[src/rtl/vga_pkg.sv]
// Shared VGA constants and palette helpers for the sprite renderer.
package vga_pkg;

    localparam int H_ACTIVE_DEF = 640;
    localparam int V_ACTIVE_DEF = 480;

    typedef logic [2:0] pal_idx_t;

    // Each index bit drives one colour channel at full intensity: {R,G,B}.
    function automatic logic [5:0] palette_rgb(input pal_idx_t idx);
        return {{2{idx[0]}}, {2{idx[1]}}, {2{idx[2]}}};
    endfunction

endpackage

[src/rtl/sprite_motion.sv]
// Per-frame sprite position, direction, colour and bounce counter.
module sprite_motion
    import vga_pkg::*;
#(
    parameter int H_ACTIVE = H_ACTIVE_DEF,
    parameter int V_ACTIVE = V_ACTIVE_DEF,
    parameter int SPRITE_W = 32,
    parameter int SPRITE_H = 32,
    parameter int SPEED    = 2
) (
    input  logic       clk,
    input  logic       reset,
    input  logic       strobe,
    input  logic       pause,
    output logic [9:0] x,
    output logic [9:0] y,
    output pal_idx_t   col,
    output logic [7:0] bounce_count
);

    localparam logic [9:0] X_MAX  = 10'(H_ACTIVE - SPRITE_W);
    localparam logic [9:0] Y_MAX  = 10'(V_ACTIVE - SPRITE_H);
    localparam logic [9:0] X_INIT = 10'((H_ACTIVE - SPRITE_W) / 2);
    localparam logic [9:0] Y_INIT = 10'((V_ACTIVE - SPRITE_H) / 2);
    localparam logic [9:0] STEP   = 10'(SPEED);

    logic [9:0] x_q, x_d, y_q, y_d, x_n, y_n;
    logic       dx_q, dx_d, dy_q, dy_d, dx_n, dy_n;
    logic       hit_x, hit_y;
    pal_idx_t   col_q, col_d;
    logic [7:0] bc_q, bc_d;

    // Returns {hit, new_dir, new_pos}; the 11-bit sum keeps the upper clamp exact.
    function automatic logic [11:0] axis_step(input logic [9:0] pos, input logic dir,
                                              input logic [9:0] lim);
        logic [10:0] npos;
        npos = {1'b0, pos} + {1'b0, STEP};
        if (dir) begin
            if (npos >= {1'b0, lim}) axis_step = {1'b1, 1'b0, lim};
            else                     axis_step = {1'b0, 1'b1, npos[9:0]};
        end else begin
            if (pos <= STEP) axis_step = {1'b1, 1'b1, 10'd0};
            else             axis_step = {1'b0, 1'b0, pos - STEP};
        end
    endfunction

    always_comb begin
        {hit_x, dx_n, x_n} = axis_step(x_q, dx_q, X_MAX);
        {hit_y, dy_n, y_n} = axis_step(y_q, dy_q, Y_MAX);
        x_d   = x_q;
        y_d   = y_q;
        dx_d  = dx_q;
        dy_d  = dy_q;
        col_d = col_q;
        bc_d  = bc_q;
        if (strobe && !pause) begin
            x_d  = x_n;
            y_d  = y_n;
            dx_d = dx_n;
            dy_d = dy_n;
            // A corner hit is a single event.
            if (hit_x || hit_y) begin
                col_d = (col_q == 3'd7) ? 3'd1 : col_q + 3'd1;
                bc_d  = bc_q + 8'd1;
            end
        end
    end

    always_ff @(posedge clk) begin
        if (reset) begin
            x_q   <= X_INIT;
            y_q   <= Y_INIT;
            dx_q  <= 1'b1;
            dy_q  <= 1'b1;
            col_q <= 3'd7;
            bc_q  <= 8'd0;
        end else begin
            x_q   <= x_d;
            y_q   <= y_d;
            dx_q  <= dx_d;
            dy_q  <= dy_d;
            col_q <= col_d;
            bc_q  <= bc_d;
        end
    end

    assign x            = x_q;
    assign y            = y_q;
    assign col          = col_q;
    assign bounce_count = bc_q;

endmodule

[src/rtl/sprite_bounce_renderer.sv]
// Bouncing-square pixel stage: frame strobe, motion, and a 2-cycle pixel/sync pipeline.
module sprite_bounce_renderer
    import vga_pkg::*;
#(
    parameter int   H_ACTIVE  = H_ACTIVE_DEF,
    parameter int   V_ACTIVE  = V_ACTIVE_DEF,
    parameter int   SPRITE_W  = 32,
    parameter int   SPRITE_H  = 32,
    parameter int   SPEED     = 2,
    parameter logic SYNC_IDLE = 1'b1
) (
    input  logic       clk,
    input  logic       reset,
    input  logic [9:0] hpos,
    input  logic [9:0] vpos,
    input  logic       display_on,
    input  logic       hsync_in,
    input  logic       vsync_in,
    input  logic       pause,
    output logic [1:0] R,
    output logic [1:0] G,
    output logic [1:0] B,
    output logic       hsync_out,
    output logic       vsync_out,
    output logic [7:0] bounce_count
);

    logic       strobe;
    logic [9:0] spr_x, spr_y, rel_x, rel_y;
    pal_idx_t   col;

    logic s1_valid_q, s1_inside_q, s1_checker_q, s1_don_q, s1_hs_q, s1_vs_q;
    logic s1_inside_d;
    logic [5:0] rgb_q, rgb_d;
    logic       hs_q, hs_d, vs_q, vs_d;

    // First line of vertical blanking: motion updates never land mid-frame.
    assign strobe = (hpos == 10'd0) && (vpos == 10'(V_ACTIVE));

    sprite_motion #(
        .H_ACTIVE(H_ACTIVE),
        .V_ACTIVE(V_ACTIVE),
        .SPRITE_W(SPRITE_W),
        .SPRITE_H(SPRITE_H),
        .SPEED   (SPEED)
    ) u_motion (
        .clk         (clk),
        .reset       (reset),
        .strobe      (strobe),
        .pause       (pause),
        .x           (spr_x),
        .y           (spr_y),
        .col         (col),
        .bounce_count(bounce_count)
    );

    always_comb begin
        rel_x       = hpos - spr_x;
        rel_y       = vpos - spr_y;
        s1_inside_d = display_on && (rel_x < 10'(SPRITE_W)) && (rel_y < 10'(SPRITE_H));
    end

    always_comb begin
        rgb_d = 6'b000000;
        hs_d  = SYNC_IDLE;
        vs_d  = SYNC_IDLE;
        if (s1_valid_q) begin
            hs_d = s1_hs_q;
            vs_d = s1_vs_q;
            if (s1_inside_q)                   rgb_d = palette_rgb(col);
            else if (s1_don_q && s1_checker_q) rgb_d = 6'b000001;
        end
    end

    always_ff @(posedge clk) begin
        if (reset) begin
            s1_valid_q   <= 1'b0;
            s1_inside_q  <= 1'b0;
            s1_checker_q <= 1'b0;
            s1_don_q     <= 1'b0;
            s1_hs_q      <= SYNC_IDLE;
            s1_vs_q      <= SYNC_IDLE;
            rgb_q        <= 6'b000000;
            hs_q         <= SYNC_IDLE;
            vs_q         <= SYNC_IDLE;
        end else begin
            s1_valid_q   <= 1'b1;
            s1_inside_q  <= s1_inside_d;
            s1_checker_q <= hpos[5] ^ vpos[5];
            s1_don_q     <= display_on;
            s1_hs_q      <= hsync_in;
            s1_vs_q      <= vsync_in;
            rgb_q        <= rgb_d;
            hs_q         <= hs_d;
            vs_q         <= vs_d;
        end
    end

    assign R         = rgb_q[5:4];
    assign G         = rgb_q[3:2];
    assign B         = rgb_q[1:0];
    assign hsync_out = hs_q;
    assign vsync_out = vs_q;

endmodule

[config.mk]
export PLATFORM = sky130hd
export DESIGN_NAME = sprite_bounce_renderer
export DESIGN_NICKNAME = d
export VERILOG_FILES = /design/src/rtl/vga_pkg.sv /design/src/rtl/sprite_motion.sv /design/src/rtl/sprite_bounce_renderer.sv
export SDC_FILE = /design/constraint.sdc
export NUM_CORES = 1
export LEC_CHECK = 0
export ABC_CLOCK_PERIOD_IN_PS = 7480
export CAP_MARGIN = 20
export CORE_ASPECT_RATIO = 0.75
export CORE_MARGIN = 2
export CORE_UTILIZATION = 55
export CTS_CLUSTER_DIAMETER = 100
export CTS_CLUSTER_SIZE = 8
export DETAILED_ROUTE_END_ITERATION = 6
export GPL_TIMING_DRIVEN = 0
export MAX_ROUTING_LAYER = met4
export PLACE_DENSITY = 0.82
export SYNTH_ARGS = -nofsm -noshare
export SYNTH_HDL_FRONTEND = slang
export SYNTH_SLANG_ARGS = --single-unit
export TNS_END_PERCENT = 5
[constraint.sdc]
create_clock -name clk -period 7.48 [get_ports clk]
set_input_delay 1.496 -clock clk [delete_from_list [all_inputs] [get_ports clk]]
set_output_delay 1.496 -clock clk [all_outputs]
set_load 0.005 [all_outputs]
==> results.json <==
{
  "fin_crit_ns": 4.05,
  "crit_required_ns": 7.67,
  "finalCritPeriodShare": 0.541,
  "grt_pass1_wl_um": 14700,
  "io_pins": 42,
  "cts-htree-levels": 2,
  "cts_setup_buffers": 0,
  "io_buffers": 40,
  "synth.distinct_cells": 70,
  "synth_nets": 443,
  "cp.arrival_ns": 4.24,
  "critPathSlowestCell": "nor2_1",
  "syn_area_per_cell_um2": 8.16,
  "grt-ovfl-total": 0,
  "ys_top_cells_by_count": "43 x dfxtp_1, 29 x a21oi_1, 26 x nand2_1",
  "relSlewSlack": 0.495,
  "drc": 0,
  "die_x_um": 92.1,
  "max_stage_delay_ns": 0.62,
  "yosysTopAreaCell": "dfxtp_1",
  "critPathLaunchType": "input pin",
  "drv_cap": 0,
  "slew_viol_final": 0,
  "crit_chain": "clkdlybuf4s50_1 > nor4bb_1 > nand4b_1 > nor2_1 > nand4_2 > a211oi_2 > mux2_1",
  "dp.final_hpwl_um": 6460,
  "grt_pass1_vias": 3049,
  "synth_top_cell_area_share": 0.269,
  "num_vias": 3228,
  "ys_async_sr_fraction": 0,
  "worst_pin_slew_ns": 0.755,
  "crit_fanout": 10,
  "synth-edff-count": 0,
  "hp-class": "reg2reg",
  "synth_cells": 392,
  "cp-end-kind": "register",
  "clk_latency_ns": 0.31,
  "syn_area_um2": 3200,
  "timing.final.setup_violations": 0,
  "ctsResizeCount": 0,
  "cts-root-buf": "clkbuf_8",
  "areaGrowthSynthToFinish_pct": 18.5,
  "finalHoldViolCount": 0,
  "antenna_found_initial": 0,
  "wirelength_um": 8710,
  "initial_core_util": 0.561,
  "core_area_um2": 5710,
  "worst_clock_skew_ns": 0.0129,
  "leakage_nw": 1.38,
  "grt_use_total": 0.287,
  "drt_first_pass_iters": 5,
  "ys_ff_latch": 43,
  "cts_inserted_buffers": 5,
  "cts_tree": "done",
  "cts_sinks": 43,
  "drive_gt1_frac": 0.0909,
  "p_per_area_nw_per_um2": 113,
  "viasPerCell": 6.23,
  "rsz0062_at_grt": "no",
  "grt_max_degree": 16,
  "dieArea_um2": 6450,
  "die_h_um": 70.0,
  "status": "finished clean",
  "max_clock_freq_mhz": 247,
  "wl_per_cell_um": 16.8,
  "final_nets": 490,
  "synth_area_leaders": "dfxtp_1 27%, ha_1 9.8%, a21oi_1 4.5%",
  "cts_max_path_buffers": 2,
  "final_antenna_net_count": 0,
  "hold_buffers": 0,
  "synthFlopType": "dfxtp_1",
  "synth_most_common_cell": "dfxtp_1",
  "place_congestion": 0.987,
  "peakVddDrop_mv": 0.109,
  "clk_pin_slew_ns": 0.09,
  "drt_iter0_drc": 256,
  "num_rows": 24,
  "fin_hold_ws_ns": 0.414,
  "critPathKind": "in2reg",
  "finalSetupTns_ns": 0,
  "yosysWarnings": 0,
  "seq_area_frac_synth": 0.269,
  "diodes": 0
}
[sequential cells by signal, indices dropped and copies added, names as in the netlist]
signal	cells
vsync_out	1
s1_checker_q	1
u_motion.dx_q	1
u_motion.dy_q	1
s1_hs_q	1
u_motion.y	9
rgb_q	4
s1_vs_q	1
s1_inside_q	1
s1_valid_q	1
u_motion.x	9
u_motion.bounce_count	8
s1_don_q	1
hsync_out	1
u_motion.col	3
[final timing paths]
| check | startpoint | end | slack [ns] | depth (start not counted) |
|---|---|---|---|---|
| worst max-delay path | vpos[5] | u_motion.bounce_count[7] | 3.43 | 7 |
| worst min-delay path | s1_vs_q | vsync_out | 0.41 | 1 |
| worst max register to register | u_motion.y[1] | u_motion.bounce_count[7] | 4.64 | 8 |
| worst min register to register | s1_vs_q | vsync_out | 0.41 | 1 |
[power breakdown]
group | switching [mW] | leakage [nW] | total [mW] | internal, mW
clock | 0.0909 | 0.0408 | 0.158 | 0.0669
sequential | 0.000464 | 0.348 | 0.231 | 0.231
combinational | 0.0179 | 0.989 | 0.0390 | 0.0211
total | 0.109 | 1.38 | 0.428 | 0.319
[per-layer routing]
| metal | GRT usage | up-vias | part of all wire | routed length, um |
|---|---|---|---|---|
| met5 | - | - | 0 | 0 |
| met4 | 0.0763 | 0 | 0.012 | 101 |
| met3 | 0.0453 | 13 | 0.076 | 661 |
| met2 | 0.455 | 131 | 0.46 | 4030 |
| met1 | 0.386 | 1513 | 0.45 | 3910 |
| li1 | - | 1571 | - | - |
[cells by family (layout without fill, tap and decap cells)]
family | after synthesis | after routing | share of synthesized area
simple gates | 142 | 142 | 0.246
compound gates | 122 | 122 | 0.273
buf+inv | 44 | 92 | 0.0622
flops | 43 | 43 | 0.269
fa+ha+maj | 25 | 25 | 0.0978
mux | 10 | 10 | 0.0356
xor+xnor | 6 | 6 | 0.0164
[worst max-delay path, delay by kind of cell]
family	cells	cell delay [ns]
buffers and inverters	1	0.53
AND/OR/NAND/NOR	4	1.57
AO/OA/AOI/OAI	1	0.31
multiplexers	1	0.34
[cell type report]
cell class / instances / area (um2)
inverter: 18 / 67.6
clock inverter: 3 / 23.8
sequential: 43 / 861
timing repair buffer: 40 / 400
tap: 78 / 97.6
multi-input combinational: 305 / 2140
fill: 498 / 1920
buffer: 26 / 131
clock buffer: 5 / 68.8
[cell usage in the layout, fill, tap and decap left out, drive strengths merged, types with 5 or more instances in the layout]
cell | netlist | layout
a21boi | 5 | 5
and3 | 7 | 7
a21oi | 29 | 29
nand4 | 10 | 10
mux2 | 8 | 8
nor4 | 9 | 9
a21o | 5 | 5
inv | 18 | 19
a211oi | 8 | 8
nand2 | 26 | 26
clkbuf | 14 | 19
or2 | 5 | 5
dfxtp | 43 | 43
nand3 | 18 | 18
clkdlybuf4s50 | 0 | 40
xnor2 | 6 | 6
nor3 | 10 | 10
ha | 25 | 25
nor2b | 9 | 9
nor2 | 23 | 23
o211ai | 8 | 8
buf | 12 | 12
o21ai | 20 | 20
[through the flow]
stage | std cells | setup WS [ns] | util | area [um2] | total power, mW
2_1_floorplan | 392 | 4.16 | - | 3200 | 0.254
3_3_place_gp | 510 | 3.08 | 0.648 | 3700 | 0.274
3_5_place_dp | 510 | 3.15 | 0.648 | 3700 | 0.275
4_1_cts | 518 | 3.43 | 0.664 | 3790 | 0.429
5_1_grt | 518 | 3.22 | 0.664 | 3790 | 0.445
6_report | 518 | 3.43 | 0.664 | 3790 | 0.428
Power figures use the tool's default switching activity.
